[src/rtl/gate_eval_pkg.sv]
// gate_eval_pkg: shared defaults, mode encodings and stage record for gate_eval_pipe
package gate_eval_pkg;
  localparam int DEF_WIDTH = 16;
  localparam int DEF_LANES = 4;
  localparam int DEF_STAGES = 2;
  localparam int DEF_CNT_W = 16;
  localparam logic MODE_XOR = 1'b0;
  localparam logic MODE_XNOR = 1'b1;
  typedef struct packed {
    logic valid;
    logic [DEF_LANES-1:0] lane;
  } stage_t;
endpackage

[src/rtl/gate_eval_lane.sv]
// gate_eval_lane: combinational masked parity of one lane, inverted in XNOR mode
module gate_eval_lane
  import gate_eval_pkg::*;
#(
  parameter int WIDTH = DEF_WIDTH
) (
  input  logic [WIDTH-1:0] data,
  input  logic [WIDTH-1:0] mask,
  input  logic             mode,
  output logic             y
);
  assign y = ^(data & mask) ^ (mode == MODE_XNOR);
endmodule

[src/rtl/gate_eval_pipe.sv]
// gate_eval_pipe: pipelined masked-parity lane evaluator; hit counter enabled by GATE_EVAL_HIT_COUNT_EN
module gate_eval_pipe
  import gate_eval_pkg::*;
#(
  parameter int WIDTH = DEF_WIDTH,
  parameter int LANES = DEF_LANES,
  parameter int STAGES = DEF_STAGES,
  parameter int CNT_W = DEF_CNT_W
) (
  input  logic                   clk,
  input  logic                   rst,
  input  logic                   in_valid,
  output logic                   in_ready,
  input  logic [LANES*WIDTH-1:0] in_data,
  input  logic [WIDTH-1:0]       in_mask,
  input  logic                   in_mode,
  output logic                   out_valid,
  input  logic                   out_ready,
  output logic [LANES-1:0]       out_lane,
  output logic                   out_all,
  output logic                   out_any,
  output logic [CNT_W-1:0]       hit_count
);
  typedef struct packed {
    logic valid;
    logic [LANES-1:0] lane;
  } rec_t;
  rec_t st [STAGES];
  rec_t last_d;
  logic [LANES-1:0] res;
  logic adv, all_q, any_q;
  for (genvar k = 0; k < LANES; k++) begin : g_lane
    gate_eval_lane #(.WIDTH(WIDTH)) u_lane (
      .data(in_data[k*WIDTH +: WIDTH]),
      .mask(in_mask),
      .mode(in_mode),
      .y   (res[k])
    );
  end
  // value about to enter the last stage; out_all/out_any are registered alongside it
  if (STAGES == 1) begin : g_d1
    assign last_d = {in_valid, res};
  end else begin : g_dn
    assign last_d = st[STAGES-2];
  end
  assign adv = !out_valid || out_ready;
  assign in_ready = adv;
  assign out_valid = st[STAGES-1].valid;
  assign out_lane = st[STAGES-1].lane;
  assign out_all = all_q;
  assign out_any = any_q;
  always_ff @(posedge clk) begin
    if (rst) begin
      for (int i = 0; i < STAGES; i++) st[i] <= '0;
      all_q <= 1'b0;
      any_q <= 1'b0;
    end else if (adv) begin
      st[0] <= {in_valid, res};
      for (int i = 1; i < STAGES; i++) st[i] <= st[i-1];
      all_q <= &last_d.lane;
      any_q <= |last_d.lane;
    end
  end
`ifdef GATE_EVAL_HIT_COUNT_EN
  logic [CNT_W-1:0] cnt;
  always_ff @(posedge clk) begin
    if (rst) cnt <= '0;
    else if (out_valid && out_ready && all_q && cnt != '1) cnt <= cnt + CNT_W'(1);
  end
  assign hit_count = cnt;
`else
  assign hit_count = '0;
`endif
endmodule

[config.mk]
export PLATFORM = sky130hd
export DESIGN_NAME = gate_eval_pipe
export DESIGN_NICKNAME = d
export VERILOG_FILES = /design/src/rtl/gate_eval_pkg.sv /design/src/rtl/gate_eval_lane.sv /design/src/rtl/gate_eval_pipe.sv
export SDC_FILE = /design/constraint.sdc
export NUM_CORES = 1
export LEC_CHECK = 0
export ABC_AREA = 0
export CAP_MARGIN = 20
export CORE_MARGIN = 10
export CORE_UTILIZATION = 32
export CTS_BUF_LIST = sky130_fd_sc_hd__clkbuf_8
export DETAILED_ROUTE_END_ITERATION = 10
export PLACE_DENSITY = 0.91
export SYNTH_ARGS = -nofsm -noshare
export SYNTH_HDL_FRONTEND = slang
export SYNTH_SLANG_ARGS = --single-unit
[constraint.sdc]
create_clock -name clk -period 1.7 [get_ports clk]
set_clock_uncertainty 0.15 [all_clocks]
set_input_delay 0.255 -clock clk [delete_from_list [all_inputs] [get_ports clk]]
set_output_delay 0.255 -clock clk [all_outputs]
set_load 0.02 [all_outputs]
==> impl_metrics.ini, run 1 <==
[setup_path]
critPathArrivalTime_ns = 1.57
reg2reg_depth = 5
worstSetupPathType = input port to flop
startpoint_type = input port
cp.required_ns = 1.55
regToRegStartpoint = st[0][9]
timing.rr.end = out_all
path_max_fanout = 1
r2r_slack_ns = 0.23
crit_path_end_kind = flop

[grt]
grt_start_max_net_pins = 11
grt_pass1_wl_mm = 7.75
grt_pass1_vias = 1674
overflow = 0
antenna_found_initial = 0
grt_usage_pct = 13.0

[drt]
drcViolationCount = 0
wl_per_cell_um = 16.8
dr.pass1.iters = 4
ant_nets = 0
vias_per_cell = 4.42
wl_mm = 5.54
num_vias = 1455
drt_iter0_drc = 30

[clock_tree]
clk_latency_ns = 0.24
clock-sinks = 12
postCtsSetupBuffers = 0
cts_htree_levels = 1
clk_pin_slew_ns = 0.06
cts_buffers = 3
clk_path_buf_depth = 2
cts_root_buffer = clkbuf_8
cts_tree = yes

[final_layout]
layout-drive-gt1-share_pct = 45.8
layoutNonFillerInstCount = 329
antenna_cells = 0
utilization_pct = 62.3
area_delta_synth_final_pct = 89.4
fin_nets = 363

[synth]
synth-async-reset-ratio_pct = 0
syn_area_mm2 = 0.00143
ys.flop_type = edfxtp_1
synth_edf_count = 10
ys_seq_elements = 12
ys_top_cells_by_area = xnor2_1, edfxtp_1, nand2_1, buf_4, xor2_1
yosysSeqAreaShare_pct = 23.8
synth_warnings = 0
synth_top_cells_by_count = nand2_1, xnor2_1, buf_4
synth_top_area_share_pct = 24.5
synth_top_area_cell = xnor2_1
avgSynthCellArea_um2 = 8.28
synth_cell_type_count = 19
syn_inst = 173
yosys.cell_count.top_type = nand2_1

[die]
dieArea_mm2 = 0.00755
coreArea_mm2 = 0.00435
fp.dieH_um = 86.9
fp.dieW_um = 86.9
initial_core_util_pct = 32.9
io_pins = 109
num_rows = 24

[sta]
final-setup-viol-count = 1
slew_violations = 0
clock.fmax_ghz = 0.584
min_period_ns = 1.71
hold_violations = 0
fin_setup_tns_ns = -0.0122
finalCritPeriodShare_pct = 101
finalWorstSetupSlack_ns = -0.0122
rsz0062_at_grt = yes

[worst_hold_path]
hold_path_class = flop to flop
holdPathEnd = out_any
hold_start = out_any
hold_depth = 2

[job]
maxCapViolCount = 0

[run_status]
status = finished, violations left
violations = negative setup slack

[pwr]
sw_frac_of_total_pct = 32.4
pwr_density_cell_mw_per_mm2 = 658
peakVddDrop_mv = 0.313
p_leak_nw = 1.33
internal-power_mw = 1.21
clkPwrFrac_pct = 17.6
p_total_mw = 1.78
seqPwrFrac_pct = 25.2
netSwitchingPower_uw = 578
combPwrFrac_pct = 57.2

[placement]
gp_congestion = 0.780
dp.cells = 326
port_buffers = 92
hpwl_mm = 4.48
layout by cell type (no fill, tap or decap):
cell type / n
nand2_2: 40
dlymetal6s2s_1: 4
and3_1: 1
xor2_2: 8
edfxtp_1: 10
nor4_2: 1
xnor2_1: 16
a22o_1: 1
inv_1: 1
nand2_1: 22
nor2_1: 1
buf_2: 8
xnor2_2: 27
xnor3_1: 4
and2_1: 9
nand2_4: 4
dfxtp_1: 2
buf_6: 4
buf_4: 12
clkbuf_4: 1
xnor2_4: 1
nand2b_1: 1
clkdlybuf4s15_1: 11
dlygate4sd2_1: 34
clkbuf_8: 4
conb_1: 16
clkbuf_2: 16
nor2b_1: 1
xor2_1: 4
and2_4: 1
clkdlybuf4s50_1: 12
sequential cells by signal, indices dropped and copies added, names as in the netlist:
name and flops:
out_any 1, out_all 1, st 10
how the worst max path moves through the flow:
stage,slack (ns),depth (start not counted),start,end
6_report,-0.01,7,in_data[27],st[0][1]
5_1_grt,-0.06,7,in_data[27],st[0][1]
4_1_cts,-0.15,7,in_data[58],st[0][3]
3_5_place_dp,-0.71,7,in_mask[9],st[0][3]
3_3_place_gp,-0.67,7,in_mask[9],st[0][1]
2_1_floorplan,0.05,5,st[0][9],out_any
critical path, stage by stage:
cell           delay, ns
dlygate4sd2_1       0.22
nand2_2             0.07
xnor2_2             0.15
xnor2_2             0.23
xnor2_2             0.16
xnor3_1             0.32
and2_4              0.16
logic make-up (layout without fill, tap and decap cells):
kind of cell / Yosys count / after routing / share of synthesized area, %
other: 1 / 16 / 0.262
and+or+nand+nor: 81 / 81 / 23.8
buffers and inverters: 18 / 107 / 8.91
AOI/OAI and AO/OA: 1 / 1 / 0.611
xor gates and xnor gates: 60 / 60 / 42.6
DFF: 12 / 12 / 23.8
area by class of cell:
type | count | area, µm²
fill | 372 | 1640
multi-input combinational | 158 | 1410
timing repair buffer | 102 | 841
sequential | 12 | 340
tap | 52 | 65.1
clock buffer | 4 | 55.1
inverter | 1 | 3.75
timing repair:
item,CTS,global route
hold buffers,0,0
setup endpoints to repair,5,5
cloned,0,0
gates resized for setup,157,108
pin swaps,83,60
power groups by stage:
| stage | combinational (mW) | sequential, mW | clock (mW) |
|---|---|---|---|
| floorplan | 0.513 | 0.496 | 0 |
| global placement | 0.884 | 0.449 | 0 |
| detailed placement | 0.908 | 0.454 | 0 |
| CTS | 0.908 | 0.448 | 0.314 |
| global route | 1.09 | 0.462 | 0.332 |
| finish | 1.02 | 0.450 | 0.315 |
metal layers:
layer | global-route usage [%] | share of wire, % | up-vias
li1 | - | - | 706
met1 | 12.2 | 34 | 673
met2 | 25.4 | 56 | 70
met3 | 5.15 | 8.6 | 6
met4 | 3.09 | 0.79 | 0
met5 | 0 | 0 | -
stage by stage:
| step | cell area [µm²] | hold WS [ns] | setup slack (ns) |
|---|---|---|---|
| final | 2710 | 0.305 | -0.0122 |
| after global routing | 2710 | 0.348 | -0.0576 |
| after CTS | 2560 | 0.311 | -0.152 |
| after detailed placement | 2430 | 0.304 | -0.712 |
| after global placement | 2430 | 0.280 | -0.668 |
| after floorplan | 1490 | 0.290 | 0.0478 |
No activity file was read; power rests on OpenSTA's default activity.
==> run 2, diff against run 1 <==
--- a/config.mk
+++ b/config.mk
@@ -11,6 +11,7 @@
 export CORE_UTILIZATION = 32
 export CTS_BUF_LIST = sky130_fd_sc_hd__clkbuf_8
 export DETAILED_ROUTE_END_ITERATION = 10
+export HOLD_SLACK_MARGIN = 0.06
 export PLACE_DENSITY = 0.91
 export SYNTH_ARGS = -nofsm -noshare
 export SYNTH_HDL_FRONTEND = slang
==> results of run 2 <==
Final layout, timing and power as in run 1 (identical DEF).
==> patch: new RTL, config.mk and constraints of run 2 <==
Add a define of `GATE_EVAL_HIT_COUNT_EN`.
--- a/src/rtl/gate_eval_pipe.sv
+++ b/src/rtl/gate_eval_pipe.sv
@@ -1,3 +1,5 @@
 // gate_eval_pipe: pipelined masked-parity lane evaluator; hit counter enabled by GATE_EVAL_HIT_COUNT_EN
+`define GATE_EVAL_HIT_COUNT_EN
+
 module gate_eval_pipe
   import gate_eval_pkg::*;
Behaviour: not the same (Yosys sat finds a counterexample within 4 cycles, from zero or initial values and one cycle with rst high).
==> patch against run 2 <==
  * The run still ends with negative setup slack left
  * Clock power grew 68%
  * Worst setup slack lost 0.32 ns
  * Sequential power grew 86%
  * Synthesized area grew 41%
  * Power grew 34%
  * Final area grew 51%
  * Wire length grew 65%
  * Non-clock buffer count grew 52
  * Sequential cell count grew 16
  * Sequential share of layout area grew 3.8 points
  * Via count grew 64%
  * Largest cell class unchanged
==> patch: results (changes against run 2) <==
most used flip-flop cell after synthesis -> dfxtp_1
number of antenna violations at the first check in global routing -> 5 (+5)
global-route wire length before repair -> 12870 µm (+66%)
met3 track utilization from global routing -> 5.329% (+0.18 points)
WL met1 -> 2858 µm (+50%)
cell family contributing the most delay on the critical path -> compound AO/OA/AOI/OAI gates
unique cell type count in the Yosys netlist -> 34 (+15)
Seq power -> 838 µW (+86%)
Non-clock inverters -> 3 (+2)
flip-flop count of the largest register, all copies and words added -> 16 (+6)
final worst slack -> -0.3294 ns (-0.3172 ns)
Worst Path Arrival -> 2.10 ns (+0.53 ns)
pin count of the biggest net entering global routing -> 17 (+6)
share of layout cells above drive strength 1 -> 43.47% (-2.4 points)
share of total power in combinational logic -> 43.0% (-14 points)
vias in the first global route -> 2644 (+58%)
number of synthesized register bits -> 28 (+16)
Reg clk slew, reported paths -> 0.10 ns (+0.04 ns)
violated checks -> negative setup slack
Power Internal -> 1.715 mW (+42%)
outcome -> finished, violations left
number of buffer cells added on primary ports -> 108 (+17%)
met3 wire length -> 654 µm (+37%)
most used standard cells in the synthesized netlist -> nand2_1, xnor2_1, nor2_1
Slowest cell on crit path -> a2111o_1
Setup Viol. Count Final -> 17 (+16)
worst hold slack across all endpoints -> 0.3785 ns (+0.07368 ns)
vias post-DR -> 2389 (+64%)
delay of the slowest cell on the worst path -> 0.48 ns (+0.16 ns)
maximum net fanout on the critical path -> 4 (+3)
half-perimeter wire length after placement -> 6053 µm (+35%)
overall fraction of global-route tracks in use -> 15.70% (+2.7 points)
Final non-clock buffer share -> 33.05% (+2.1 points)
## patch: cell count changes in the layout (fill, tap and decap cells not counted), sizes merged, moves of 4 or more
cell / run 2 / this run
buf: 24 / 54
xnor2: 44 / 52
nor2: 1 / 21
nand3: 0 / 5
dlymetal6s2s: 4 / 18
diode: 0 / 5
dfxtp: 2 / 18
clkbuf: 21 / 11
dlygate4sd2: 34 / 54
conb: 16 / 0
nand2: 66 / 72
xor2: 12 / 16
## patch: tightest hold or removal path: stages
cell and delay, ns:
dlymetal6s2s_1 0.11, nand2b_4 0.16, mux2i_1 0.08, nor2_1 0.08
or4_1 0.10
## patch: cell families after synthesis
logic type,Yosys count,share of synthesized area (%)
simple gates,124,27.11
xor+xnor,72,33.91
flops,28,32.67
compound gates,10,3.341
buf+inv,7,1.361
mux,2,0.9901
fa+ha+maj,1,0.6187
## patch: final timing paths
check	from	endpoint
setup reg to reg	hit_count[0]	hit_count[15]
setup / recovery	hit_count[0]	hit_count[15]
hold reg to reg	st[0][1]	out_all
hold / removal	out_ready	out_any
## patch: through the flow
step                      cell area, µm²  std cells  utilization (%)  worst slack, ns  setup TNS (ns)
after CTS                           3772        471            62.60          -0.2495          -2.750
after floorplan                     2076        244                -          -0.1388          -1.571
after global placement              3532        463            58.62          -0.6695          -8.026
final                               4108        478            68.17          -0.3294          -3.390
after global routing                4108        478            68.17          -0.4012          -4.597
after detailed placement            3532        463            58.62          -0.7031          -9.078
## patch: what timing repair did
action / 4_1_cts / 5_1_grt
hold buffers: 0 / 0
cloned: 0 / 0
gates resized for setup: 155 / 103
endpoints found under the setup margin: 38 / 24
buffers inserted: 4 / 3
pin swaps: 80 / 63
